<file path="src/rtl/traffic_pkg.sv">
// Shared definitions for the traffic light controller and its safety monitor.
// Holds the lamp bit layout, the fixed lamp patterns, the fault codes and the
// monitor state encoding.
package traffic_pkg;

  // Lamp vector layout: [5:3] road A {red, amber, green}, [2:0] road B.
  localparam int A_RED = 5;
  localparam int A_AMB = 4;
  localparam int A_GRN = 3;
  localparam int B_RED = 2;
  localparam int B_AMB = 1;
  localparam int B_GRN = 0;

  localparam logic [5:0] ALL_RED     = 6'b100_100;
  localparam logic [5:0] FLASH_AMBER = 6'b010_010;
  localparam logic [5:0] LAMPS_OFF   = 6'b000_000;

  typedef enum logic [2:0] {
    FC_NONE        = 3'd0,
    FC_ILLEGAL     = 3'd1,
    FC_CONFLICT    = 3'd2,
    FC_SHORT_GREEN = 3'd3,
    FC_STUCK       = 3'd4
  } fault_code_e;

  typedef enum logic [1:0] {
    ST_STARTUP,
    ST_MONITOR,
    ST_FAULT
  } mon_state_e;

  // Result of the combinational check stage.
  typedef struct packed {
    logic        fire;
    fault_code_e code;
  } check_t;

  // True when exactly one lamp of a road is lit.
  function automatic logic one_lamp(input logic [2:0] road);
    return (road == 3'b001) || (road == 3'b010) || (road == 3'b100);
  endfunction

endpackage

</file>
<file path="src/rtl/light_flash_gen.sv">
// Fault flash phase generator.
//   i_clk, i_rst_n : clock, asynchronous active-low reset
//   i_en           : flash enable; while low the generator sits at the start
//                    of an on-phase, so it restarts on-phase when enable rises
//   o_flash_on     : 1 during the on half-period, 0 during the off half
// The phase toggles after FLASH_HALF enabled cycles.
module light_flash_gen #(
  parameter int FLASH_HALF = 4
) (
  input  logic i_clk,
  input  logic i_rst_n,
  input  logic i_en,
  output logic o_flash_on
);

  localparam int CW = (FLASH_HALF > 1) ? $clog2(FLASH_HALF) : 1;

  logic [CW-1:0] cnt;

  always_ff @(posedge i_clk or negedge i_rst_n) begin
    if (!i_rst_n) begin
      cnt        <= '0;
      o_flash_on <= 1'b1;
    end else if (!i_en) begin
      cnt        <= '0;
      o_flash_on <= 1'b1;
    end else if (cnt == CW'(FLASH_HALF - 1)) begin
      cnt        <= '0;
      o_flash_on <= ~o_flash_on;
    end else begin
      cnt <= cnt + CW'(1);
    end
  end

endmodule

</file>
<file path="src/rtl/traffic_light_monitor.sv">
// Safety monitor downstream of the traffic light controller.
// Passes legal lamp patterns to the lamp drivers two edges after they arrive,
// and on an illegal aspect, conflict, short green or stuck pattern latches a
// fault code and flashes amber on both roads until a qualified clear.
//   i_clk, i_rst_n : clock, asynchronous active-low reset
//   i_light[5:0]   : lamp vector from the controller
//   i_clear        : fault clear request, honoured only while r_light is all-red
//   o_lamp[5:0]    : lamp drive
//   o_fault        : high while faulted
//   o_fault_code   : 0 none, 1 illegal, 2 conflict, 3 short green, 4 stuck
module traffic_light_monitor
  import traffic_pkg::*;
#(
  parameter int MIN_GREEN  = 3,
  parameter int MAX_HOLD   = 64,
  parameter int FLASH_HALF = 4,
  parameter int STARTUP    = 2
) (
  input  logic       i_clk,
  input  logic       i_rst_n,
  input  logic [5:0] i_light,
  input  logic       i_clear,
  output logic [5:0] o_lamp,
  output logic       o_fault,
  output logic [2:0] o_fault_code
);

  localparam int DW = $clog2(MAX_HOLD + 1);
  localparam int SW = (STARTUP > 0) ? $clog2(STARTUP + 1) : 1;

  logic [5:0]    r_light, prev_light;
  logic [DW-1:0] dwell, dwell_nxt, prev_dwell;
  logic [SW-1:0] start_cnt;
  mon_state_e    state;
  check_t        chk;
  logic          conflict, illegal, green_fell, short_green, stuck;
  logic          clear_ok, flash_en, flash_on;

  // Dwell = consecutive edges r_light has held its value, saturating.
  always_comb begin
    dwell_nxt = dwell;
    if (i_light != r_light)
      dwell_nxt = DW'(1);
    else if (dwell != DW'(MAX_HOLD))
      dwell_nxt = dwell + DW'(1);
  end

  // prev_light/prev_dwell remember the pattern that r_light just replaced and
  // how long it was held, so a green turning off can be judged by the length
  // of the green it ended.
  always_ff @(posedge i_clk or negedge i_rst_n) begin
    if (!i_rst_n) begin
      r_light    <= ALL_RED;
      prev_light <= ALL_RED;
      dwell      <= '0;
      prev_dwell <= '0;
    end else begin
      r_light    <= i_light;
      prev_light <= r_light;
      prev_dwell <= dwell;
      dwell      <= clear_ok ? DW'(1) : dwell_nxt;
    end
  end

  always_comb begin
    conflict    = !r_light[A_RED] && !r_light[B_RED];
    illegal     = !one_lamp(r_light[A_RED:A_GRN]) || !one_lamp(r_light[B_RED:B_GRN]);
    green_fell  = (prev_light[A_GRN] && !r_light[A_GRN]) ||
                  (prev_light[B_GRN] && !r_light[B_GRN]);
    short_green = green_fell && (prev_dwell < DW'(MIN_GREEN));
    // Fires on the edge that would take the dwell count to MAX_HOLD, so the
    // stuck pattern never reaches the lamps for a MAX_HOLD-th cycle.
    stuck       = (dwell_nxt == DW'(MAX_HOLD));

    chk = '{fire: 1'b0, code: FC_NONE};
    if (conflict)         chk = '{fire: 1'b1, code: FC_CONFLICT};
    else if (illegal)     chk = '{fire: 1'b1, code: FC_ILLEGAL};
    else if (short_green) chk = '{fire: 1'b1, code: FC_SHORT_GREEN};
    else if (stuck)       chk = '{fire: 1'b1, code: FC_STUCK};
  end

  assign clear_ok = (state == ST_FAULT) && i_clear && (r_light == ALL_RED);

  // Enabled from the fault entry edge, so the entry edge is the first
  // on-phase cycle; dropped on clear so the next fault starts fresh.
  assign flash_en = ((state == ST_MONITOR) && chk.fire) ||
                    ((state == ST_FAULT) && !clear_ok);

  light_flash_gen #(.FLASH_HALF(FLASH_HALF)) u_flash (
    .i_clk     (i_clk),
    .i_rst_n   (i_rst_n),
    .i_en      (flash_en),
    .o_flash_on(flash_on)
  );

  always_ff @(posedge i_clk or negedge i_rst_n) begin
    if (!i_rst_n) begin
      state        <= ST_STARTUP;
      start_cnt    <= '0;
      o_lamp       <= ALL_RED;
      o_fault      <= 1'b0;
      o_fault_code <= FC_NONE;
    end else begin
      case (state)
        ST_STARTUP: begin
          o_lamp <= ALL_RED;
          if (start_cnt == SW'(STARTUP - 1))
            state <= ST_MONITOR;
          else
            start_cnt <= start_cnt + SW'(1);
        end
        ST_MONITOR: begin
          if (chk.fire) begin
            state        <= ST_FAULT;
            o_fault      <= 1'b1;
            o_fault_code <= chk.code;
            o_lamp       <= FLASH_AMBER;
          end else begin
            o_lamp <= r_light;
          end
        end
        ST_FAULT: begin
          if (clear_ok) begin
            state        <= ST_MONITOR;
            o_lamp       <= ALL_RED;
            o_fault      <= 1'b0;
            o_fault_code <= FC_NONE;
          end else begin
            o_lamp <= flash_on ? FLASH_AMBER : LAMPS_OFF;
          end
        end
        default: state <= ST_STARTUP;
      endcase
    end
  end

endmodule

</file>
<file path="config.mk">
export PLATFORM = sky130hd
export DESIGN_NAME = traffic_light_monitor
export DESIGN_NICKNAME = d
export VERILOG_FILES = /design/src/rtl/traffic_pkg.sv /design/src/rtl/light_flash_gen.sv /design/src/rtl/traffic_light_monitor.sv
export SDC_FILE = /design/constraint.sdc
export NUM_CORES = 1
export LEC_CHECK = 0
export ABC_AREA = 1
export CAP_MARGIN = 15
export CORE_ASPECT_RATIO = 2
export CORE_MARGIN = 2
export CORE_UTILIZATION = 45
export CTS_CLUSTER_DIAMETER = 200
export CTS_CLUSTER_SIZE = 14
export DETAILED_ROUTE_END_ITERATION = 12
export GPL_ROUTABILITY_DRIVEN = 1
export PLACE_DENSITY = 0.71
export SYNTH_ARGS = -nofsm -noshare
export SYNTH_HDL_FRONTEND = slang
export SYNTH_SLANG_ARGS = --single-unit
</file>
<file path="constraint.sdc">
create_clock -name i_clk -period 3.5 [get_ports i_clk]
set_input_delay 0.7 -clock i_clk [delete_from_list [all_inputs] [get_ports i_clk]]
set_output_delay 0.7 -clock i_clk [all_outputs]
set_load 0.02 [all_outputs]
</file>
==> results of run 1 <==
## worst max path at each step
stage / to / slack (ps) / cells after the start / from
6_report: o_fault_code[2] / 1310 / 14 / i_light[1]
3_3_place_gp: o_fault_code[2] / 1030 / 14 / i_light[1]
3_5_place_dp: o_fault_code[1] / 980 / 14 / i_light[1]
5_1_grt: o_fault_code[1] / 1120 / 14 / i_light[1]
4_1_cts: o_fault_code[1] / 1290 / 14 / i_light[1]
2_1_floorplan: o_fault_code[2] / 1660 / 13 / i_light[1]
## cells in the mapped netlist
cell type / instances / area (um^2)
a21oi_1: 4 / 20.02
or2_2: 3 / 18.77
nand3_2: 1 / 10.01
inv_2: 10 / 37.54
nor3_1: 5 / 25.02
ha_1: 9 / 112.6
o21ai_1: 2 / 10.01
a21oi_2: 3 / 26.28
nand2_4: 3 / 33.78
nor2_2: 2 / 12.51
xor2_1: 1 / 8.760
nand2_2: 7 / 43.79
dfstp_2: 5 / 131.4
inv_1: 26 / 97.59
nor4_1: 1 / 6.260
nand3_4: 2 / 35.03
nand4_1: 6 / 37.54
xnor2_1: 4 / 35.03
nand2_1: 60 / 225.2
nand3_1: 15 / 75.07
dfrtp_1: 34 / 850.8
nor2_1: 16 / 60.06
a22o_1: 1 / 8.760
a21boi_2: 1 / 11.26
o21ai_0: 7 / 35.03
nor2_4: 5 / 56.30
nor3_4: 1 / 16.27
## final cells by class
| cell class | count | area, um^2 |
|---|---|---|
| fill | 427 | 1938 |
| sequential | 39 | 982.2 |
| multi-input combinational | 159 | 923.4 |
| timing repair buffer | 18 | 175.2 |
| inverter | 36 | 135.1 |
| clock buffer | 6 | 82.58 |
| tap | 54 | 67.56 |
| clock inverter | 2 | 35.03 |
## logic make-up (layout without fill, tap and decap cells)
kind of cell	Yosys count	after routing
xor+xnor	5	5
compound gates	18	18
simple gates	127	127
flops	39	39
fa+ha+maj	9	9
buf+inv	36	62
## where the power goes
group	switching (mW)	leakage [nW]	internal (mW)	total (mW)
Combinational	0.378	0.618	0.251	0.629
Sequential	0.0542	0.488	0.544	0.598
Clock	0.152	0.0612	0.231	0.382
Total	0.584	1.17	1.03	1.61
## registers in the layout (all words and copies together) (netlist names)
name / flops
u_flash.o_flash_on: 1
prev_light: 2
r_light: 6
state: 2
o_lamp: 6
prev_dwell: 7
dwell: 7
o_fault: 1
o_fault_code: 3
u_flash.cnt: 2
start_cnt: 2
## through the flow
| stage | power [mW] | std cells |
|---|---|---|
| after CTS | 1.634 | 314 |
| after global routing | 1.747 | 314 |
| after detailed placement | 1.244 | 306 |
| after global placement | 1.229 | 306 |
| final | 1.610 | 314 |
| after floorplan | 1.049 | 234 |
## routing by layer
| layer | wire length, um | GRT usage (%) | part of all wire (%) | vias to the layer above |
|---|---|---|---|---|
| li1 | - | - | - | 783 |
| met1 | 1394 | 18.84 | 36 | 717 |
| met2 | 2190 | 31.85 | 57 | 31 |
| met3 | 98 | 2.853 | 2.6 | 12 |
| met4 | 154 | 11.13 | 4.0 | 0 |
| met5 | 0 | 0 | 0 | - |
## worst max-delay path, cell delays in order
cell and delay, ps:
clkdlybuf4s50_1 500, inv_1 50, nand2_1 50, nand2_1 80, nor2_4 160, nand2_2 80, nor2_4 120, nand3_1 90
nor2_2 100, nand2_2 100, nand3_4 140, nand2_4 70, nand2_1 60, nand2_1 50
## cell usage in the layout, fill, tap and decap left out, types with 5 or more instances in the layout
cell	count
o21ai_0	7
clkdlybuf4s50_1	17
dfstp_2	5
nand3_1	15
nand4_1	6
nand2_2	7
inv_2	10
nor3_1	5
nand2_1	60
clkbuf_8	6
ha_1	9
nor2_1	16
inv_1	26
nor2_4	5
dfrtp_1	34
==> flow_summary.ini, run 1 <==
[die]
die_width_um = 51.62
die_area_mm2 = 0.005122
die-height_um = 99.24
io_pins = 19
placement_rows = 34
core-area_mm2 = 0.004339
initial_utilization_pct = 47.03

[finish]
finalInstanceArea_mm2 = 0.002401
antenna_cells_inserted = 0
layout-drive-gt1-share_pct = 20.00
finalNetCount = 277
postLayoutCoreUtil_pct = 55.33
flow.area_growth_from_synthesis_pct = 17.66

[power_and_ir_drop]
cellLeakagePower_nw = 1.167
p_per_area_mw_per_mm2 = 670.5
worst_ir_drop_vdd_mv = 0.3803

[placed_design]
gp_routability_congestion = 0.8691
placement.cell_area_mm2 = 0.002283
hpwlAfterDp_um = 3064
count_of_port_buffers_added_during_placement = 18
pre_cts_setup_slack_ps = 978.4

[timing]
grt_setup_unrepaired = false
timing.max_slew.rel_slack_pct = 45.49
fmax_mhz = 456.0
timing.clock.skew_ps = 5.609
maxSlewViolCount = 0
final.min_clock_period_ps = 2193
period_share_pct = 62.66
setup_viol_count_final = 0
worst_slew_pin_slew_ps = 817.6
setup_slack_ps = 1307
timing.hold.ws_ps = 483.7
timing.setup.tns_ps = 0
report.final.hold_viol_count = 0

[logic_synthesis]
muxShareOfSynthArea_pct = 0
synthAdderAreaFrac_pct = 5.518
syn-num-nets = 252
post_synthesis_share_of_cell_area_spent_on_and_or_nand_and_nor_gates_pct = 32.13
synth_cell_types = 27
netlist_area_mm2 = 0.002041
synth_seq_cells = 39
synthesized_area_fraction_occupied_by_ao_oa_aoi_and_oai_cells_pct = 5.457
seq_area_frac_synth_pct = 48.13
syn_inst = 234
synth_xor_xnor_area_share_pct = 2.146
postSynthAreaPerCell_um2 = 8.721
yosys_warn_count = 0
largest_family_of_logic_cells_by_synthesized_area = simple AND/OR/NAND/NOR gates

[detailed_routing]
remaining_drc_errors = 0
vias = 1543
postRouteAntennaNets = 0
drt_iter0_markers = 21
overall_routed_net_length_um = 3837
routed_via_density = 4.914
drt-pass1-iter-count = 4
detail_route.wl_per_cell_um = 12.22

[setup_path]
reg2regPathDepth = 11
worst-path-max-fanout = 9
setup.reg_to_reg.worst_slack_ps = 1420
worst_ep_required_time_ps = 3680
r2r-start = state[0]
end_kind = register
crit_arrival_ps = 2370
worst_r2r_dst = state[0]
crit_type = input pin to register
critPathLaunchType = input pin

[clock_network]
cts.sink_count = 39
postCtsSetupRepairBufs = 0
post_cts_resized = 0
tritoncts = done
cts.htree.levels = 2
worst_skew_pair.late_latency_ps = 290
clock_path_buffers = 2
clk_root_buffer_cell = clkbuf_8
clk_transition_reported_paths_ps = 70
hold_buffers = 0
cts-buffers-inserted = 5

[global_routing]
grt_pass1_wl_um = 6934
via_count_of_the_first_global_routing_pass = 1618
grt_max_degree = 40
grt-ovfl-total = 0
antenna_found_initial = 0
grt_use_total_pct = 17.94

[flow_run]
cap_viol_max_count = 0

[worst_hold_path]
hold-path-endpoint = prev_dwell[2]
hold_depth = 0
hold_start = dwell[2]
holdCritPathClass = register to register

[status]
outcome = finished, final reports clean
(Power assumes the default switching activity.)
==> run 2: changes to the inputs <==
clock period = 2.05 ns   (was 3.5 ns; I/O delays follow)
==> run 2 against run 1 <==
Core utilization rose by 1.0 points. Critical endpoint is now o_lamp[0]. Critical path depth fell by 1. Non-clock buffer count rose by 7. Global-route usage rose by 0.50 points. Final area rose by 1.8%. Largest cell class unchanged. Combinational power rose by 76%. Sequential power rose by 71%. Highest routed layer unchanged. Cell count rose by 2.2%. Register-to-register slack got worse by 1200 ps. Die area did not move. Clock skew rose by 1.3 ps. First-iteration DRC count rose by 76%.
==> flow_summary.ini, run 2 (same netlist as run 1, synthesis figures left out) <==
[flow_run]
cap_viol_max_count = 0

[setup_path]
reg2regPathDepth = 14
worst-path-max-fanout = 8
worst_r2r_dst = o_lamp[0]
end_kind = register
critical-path-max-stage-delay_ps = 520
critPathLaunchType = input pin
critical_path.startpoint = i_light[2]
worst_ep_required_time_ps = 2230
setup.reg_to_reg.worst_slack_ps = 200
slowest_cp_cell = clkdlybuf4s50_1
r2r-start = dwell[0]
timing.critical_path.mode_cell = nand2_2
crit_arrival_ps = 2070
crit_type = input pin to register
critical_path.cell_chain = clkdlybuf4s50_1, inv_1, nand2_1, nand2_2, nor2_4, nand2_2, nor2_4, nand3_2, nor2_1, nand2_2, nand3_4, buf_4, o21ai_1

[power_and_ir_drop]
switchingPower_mw = 1.015
clock_power_share_pct = 18.9
power_report.internal_total_mw = 1.613
power_frac_seq_pct = 38.9
comb_power_share_pct = 42.3
worst_ir_drop_vdd_mv = 0.7104
cellLeakagePower_nw = 1.190
power_switching_share_pct = 38.61
p_per_area_mw_per_mm2 = 1075

[clock_network]
cts.htree.levels = 2
clk_transition_reported_paths_ps = 70
cts-buffers-inserted = 5
clk_root_buffer_cell = clkbuf_8
cts.sink_count = 39
worst_skew_pair.late_latency_ps = 300
hold_buffers = 0
clock_path_buffers = 2
tritoncts = done

[die]
die_width_um = 51.62
die-height_um = 99.24
die_area_mm2 = 0.005122
core-area_mm2 = 0.004339
placement_rows = 34
initial_utilization_pct = 47.03
io_pins = 19

[finish]
layout.filler_cells = 429
post_layout_nonfiller_instances = 321
antenna_cells_inserted = 0
flow.area_growth_from_synthesis_pct = 19.80
layout.cells.most_common_list = nand2_1 (60), dfrtp_1 (32), inv_1 (23), nor2_1 (16), clkdlybuf4s50_1 (16)
most_common_cell_after_layout_fill_and_taps_aside = nand2_1
largest_registers = dwell x7, prev_dwell x7
register_area_um2 = 984.7
layout-drive-gt1-share_pct = 23.97
finalNetCount = 284
multi_input_combinational_cell_area_um2 = 933.4
postLayoutCoreUtil_pct = 56.34

[placed_design]
count_of_port_buffers_added_during_placement = 18
placed_cells_incl_taps = 312
hpwlAfterDp_um = 3107
gp_routability_congestion = 0.8805

[timing]
setup_viol_count_final = 0
report.final.hold_viol_count = 0
maxSlewViolCount = 0
fmax_mhz = 531.7
grt_setup_unrepaired = true
period_share_pct = 91.75
timing.max_slew.rel_slack_pct = 64.88
final.min_clock_period_ps = 1881
worst_slew_pin_slew_ps = 521.9
timing.clock.skew_ps = 6.894

[global_routing]
grt_max_degree = 40
via_count_of_the_first_global_routing_pass = 1594
grt-ovfl-total = 0
grt_pass1_wl_um = 6948
antenna_found_initial = 0
grt_use_total_pct = 18.44

[detailed_routing]
vias = 1582
drt_iter0_markers = 37
detail_route.wl_per_cell_um = 12.45
routed_via_density = 4.928
overall_routed_net_length_um = 3995
postRouteAntennaNets = 0
drt-pass1-iter-count = 4
remaining_drc_errors = 0

[worst_hold_path]
holdCritPathClass = input pin to async pin

[status]
outcome = finished, final reports clean
run 2: cell types whose count changed in the layout (fill, tap and decap cells not counted), sizes merged:
cell	before	now
dlymetal6s2s	0	1
clkdlybuf4s50	17	16
bufinv	1	0
clkbuf	6	7
buf	1	8
run 2: area by class of cell:
cell class                      instances  area share [%]
Sequential cell                        39           40.28
Multi-Input combinational cell        159           38.18
Timing Repair Buffer                   25           9.928
Inverter                               36           5.527
Clock buffer                            7           3.122
Tap cell                               54           2.764
Clock inverter                          1          0.2047
run 2: metal layers:
metal	track usage [%]	part of all wire, %	vias up	wire length [um]
li1	-	-	796	-
met1	18.09	35	745	1416
met2	32.94	58	30	2300
met3	3.904	2.9	11	117
met4	12.35	4.0	0	161
met5	0	0	-	0
run 2: power groups by stage:
stage,logic [mW],clock network [mW],registers (mW)
final,1.11,0.495,1.02
after global routing,1.26,0.540,1.04
after CTS,1.12,0.512,1.03
after detailed placement,1.11,0,1.04
after global placement,1.08,0,1.03
after floorplan,0.698,0,1.09
run 2: what timing repair did:
item / in CTS / in global routing
gates resized for setup: 0 / 8
buffers inserted: 0 / 1
setup endpoints to repair: 0 / 9
run 2: how the worst max path moves through the flow:
stage,to
floorplan,o_fault_code[2]
global placement,o_fault_code[2]
detailed placement,o_fault_code[0]
CTS,o_lamp[4]
global route,o_fault_code[0]
finish,o_lamp[0]
run 2: through the flow:
stage | setup slack, ps | total power [mW] | cell area [um^2] | TNS [ps] | hold WS, ps
finish | 169.2 | 2.628 | 2445 | 0 | 67.33
detailed placement | -139.6 | 2.152 | 2341 | -1357 | 393.5
global route | -17.80 | 2.837 | 2445 | -18.60 | 77.61
CTS | 115.1 | 2.655 | 2422 | 0 | 79.00
global placement | -101.3 | 2.108 | 2341 | -870.5 | 391.9
floorplan | 291.3 | 1.792 | 2041 | 0 | 114.4
run 2: worst max-delay path, delay by kind of cell:
family,cells,cell delay [ps]
AND/OR/NAND/NOR,9,860
AO/OA/AOI/OAI,1,60
buffers and inverters,3,710
==> run 3: changes to the inputs <==
SETUP_SLACK_MARGIN = 0.4   (was unset)
==> run 3 against run 2 <==
Flip-flop and latch count stayed put. Routed wire length is 6.3% higher. Combinational power about the same. First-iteration DRC count fell by 16%. Sequential power about the same. Die area is the same. Total power rose by 4.1%. Clock-buffer cell count is the same. Critical path depth fell by 3. Global-route usage up 0.41 points. Clock skew fell by 0.80 ps. Worst hold slack improved by 92 ps.
==> flow_summary.ini, run 3 (same netlist as run 1, synthesis figures left out) <==
[status]
outcome = finished, final reports clean

[detailed_routing]
remaining_drc_errors = 0
detail_route.wl_per_cell_um = 12.91
overall_routed_net_length_um = 4247
vias = 1664
routed_via_density = 5.058
postRouteAntennaNets = 0
drt_iter0_markers = 31
drt-pass1-iter-count = 4

[timing]
maxSlewViolCount = 0
fmax_mhz = 543.0
period_share_pct = 89.83
grt_setup_unrepaired = true
setup_viol_count_final = 0
final.min_clock_period_ps = 1842
worst_slew_pin_slew_ps = 675.6
timing.clock.skew_ps = 6.094
timing.max_slew.rel_slack_pct = 54.55
report.final.hold_viol_count = 0

[power_and_ir_drop]
p_per_area_mw_per_mm2 = 1045
fin_total_pwr_mw = 2.736
worst_ir_drop_vdd_mv = 0.5136
cellLeakagePower_nw = 1.302

[finish]
most_common_cell_after_layout_fill_and_taps_aside = nand2_1
antenna_cells_inserted = 0
layout.cells.most_common_list = nand2_1 (48), dfrtp_1 (33), inv_1 (21), nand2_2 (17), dlygate4sd2_1 (16)
layout-drive-gt1-share_pct = 35.64
flow.area_growth_from_synthesis_pct = 28.26
post_layout_nonfiller_instances = 329
layout.filler_cells = 395
largest_registers = dwell x7, prev_dwell x7
finalNetCount = 292

[die]
initial_utilization_pct = 47.03
io_pins = 19
die_width_um = 51.62
die-height_um = 99.24
core-area_mm2 = 0.004339
die_area_mm2 = 0.005122
placement_rows = 34

[global_routing]
via_count_of_the_first_global_routing_pass = 1670
antenna_found_initial = 0
grt_pass1_wl_um = 7238
grt_max_degree = 40
grt-ovfl-total = 0
grt_use_total_pct = 18.85

[setup_path]
critPathLaunchType = register
end_kind = register
worst_ep_required_time_ps = 2230
worst_r2r_dst = o_fault_code[0]
setup.reg_to_reg.worst_slack_ps = 210
crit_arrival_ps = 2020
r2r-start = prev_dwell[5]
worst-path-max-fanout = 6
reg2regPathDepth = 10
crit_type = register to register

[clock_network]
tritoncts = done
worst_skew_pair.late_latency_ps = 290
clock_path_buffers = 2
clk_transition_reported_paths_ps = 80
cts-buffers-inserted = 5
cts.htree.levels = 2
cts.sink_count = 39
clk_root_buffer_cell = clkbuf_8

[placed_design]
placed_cells_incl_taps = 312
gp_routability_congestion = 0.8521
count_of_port_buffers_added_during_placement = 18
hpwlAfterDp_um = 3067

[worst_hold_path]
holdCritPathClass = input pin to async pin

[flow_run]
cap_viol_max_count = 0
run 3: power breakdown:
part | internal, mW | total (mW) | switching, mW
Sequential | 0.929 | 1.03 | 0.0966
Combinational | 0.420 | 1.14 | 0.720
Clock | 0.306 | 0.570 | 0.264
run 3: what timing repair did:
item	CTS	global route
endpoints found under the setup margin	25	15
hold buffers	0	0
pin swaps	15	15
cloned	1	0
resized for setup	33	19
buffers inserted	8	0
run 3: worst max-delay path by stage:
| stage | from | to | slack (ps) |
|---|---|---|---|
| final | prev_dwell[5] | o_fault_code[0] | 210 |
| after global routing | dwell[0] | o_lamp[1] | 100 |
| after CTS | dwell[0] | o_lamp[1] | 240 |
| after detailed placement | i_light[1] | o_fault | -170 |
| after global placement | i_light[1] | o_fault_code[2] | -90 |
| after floorplan | r_light[5] | o_fault_code[2] | 390 |
run 3: critical path, cell delays in order (launching register included):
cell	delay (ps)
dfrtp_1	370
nor2_1	100
nand2_1	60
nor4_1	520
nand2_1	100
nand2_1	160
nor2_4	80
nand3_4	150
nand2_4	90
nand2_2	60
nand2_1	50
run 3: final cells by class:
type,count,area (um^2),area share [%]
Clock buffer,7,96.34,3.681
Multi-Input combinational cell,160,1064,40.63
Sequential cell,39,983.4,37.57
Inverter,36,135.1,5.163
Clock inverter,1,7.507,0.2868
Tap cell,54,67.56,2.581
Timing Repair Buffer,32,264.0,10.09
run 3: metal layers:
layer	wire, um	vias to the layer above	track usage (%)
li1	-	816	-
met4	181	0	11.13
met5	0	-	0
met1	1520	790	18.93
met3	102	17	3.153
met2	2443	41	34.52
run 3: through the flow:
step / instance area [um^2] / setup TNS [ps] / hold WS (ps) / utilization (%) / setup WS [ps]
global placement: 2338 / -692.2 / 453.7 / 53.89 / -88.25
global route: 2618 / 0 / 204.3 / 60.32 / 101.5
CTS: 2546 / 0 / 171.6 / 58.68 / 243.8
finish: 2618 / 0 / 159.6 / 60.32 / 208.5
detailed placement: 2338 / -1636 / 453.0 / 53.89 / -172.8
floorplan: 2051 / 0 / 114.4 / - / 387.3
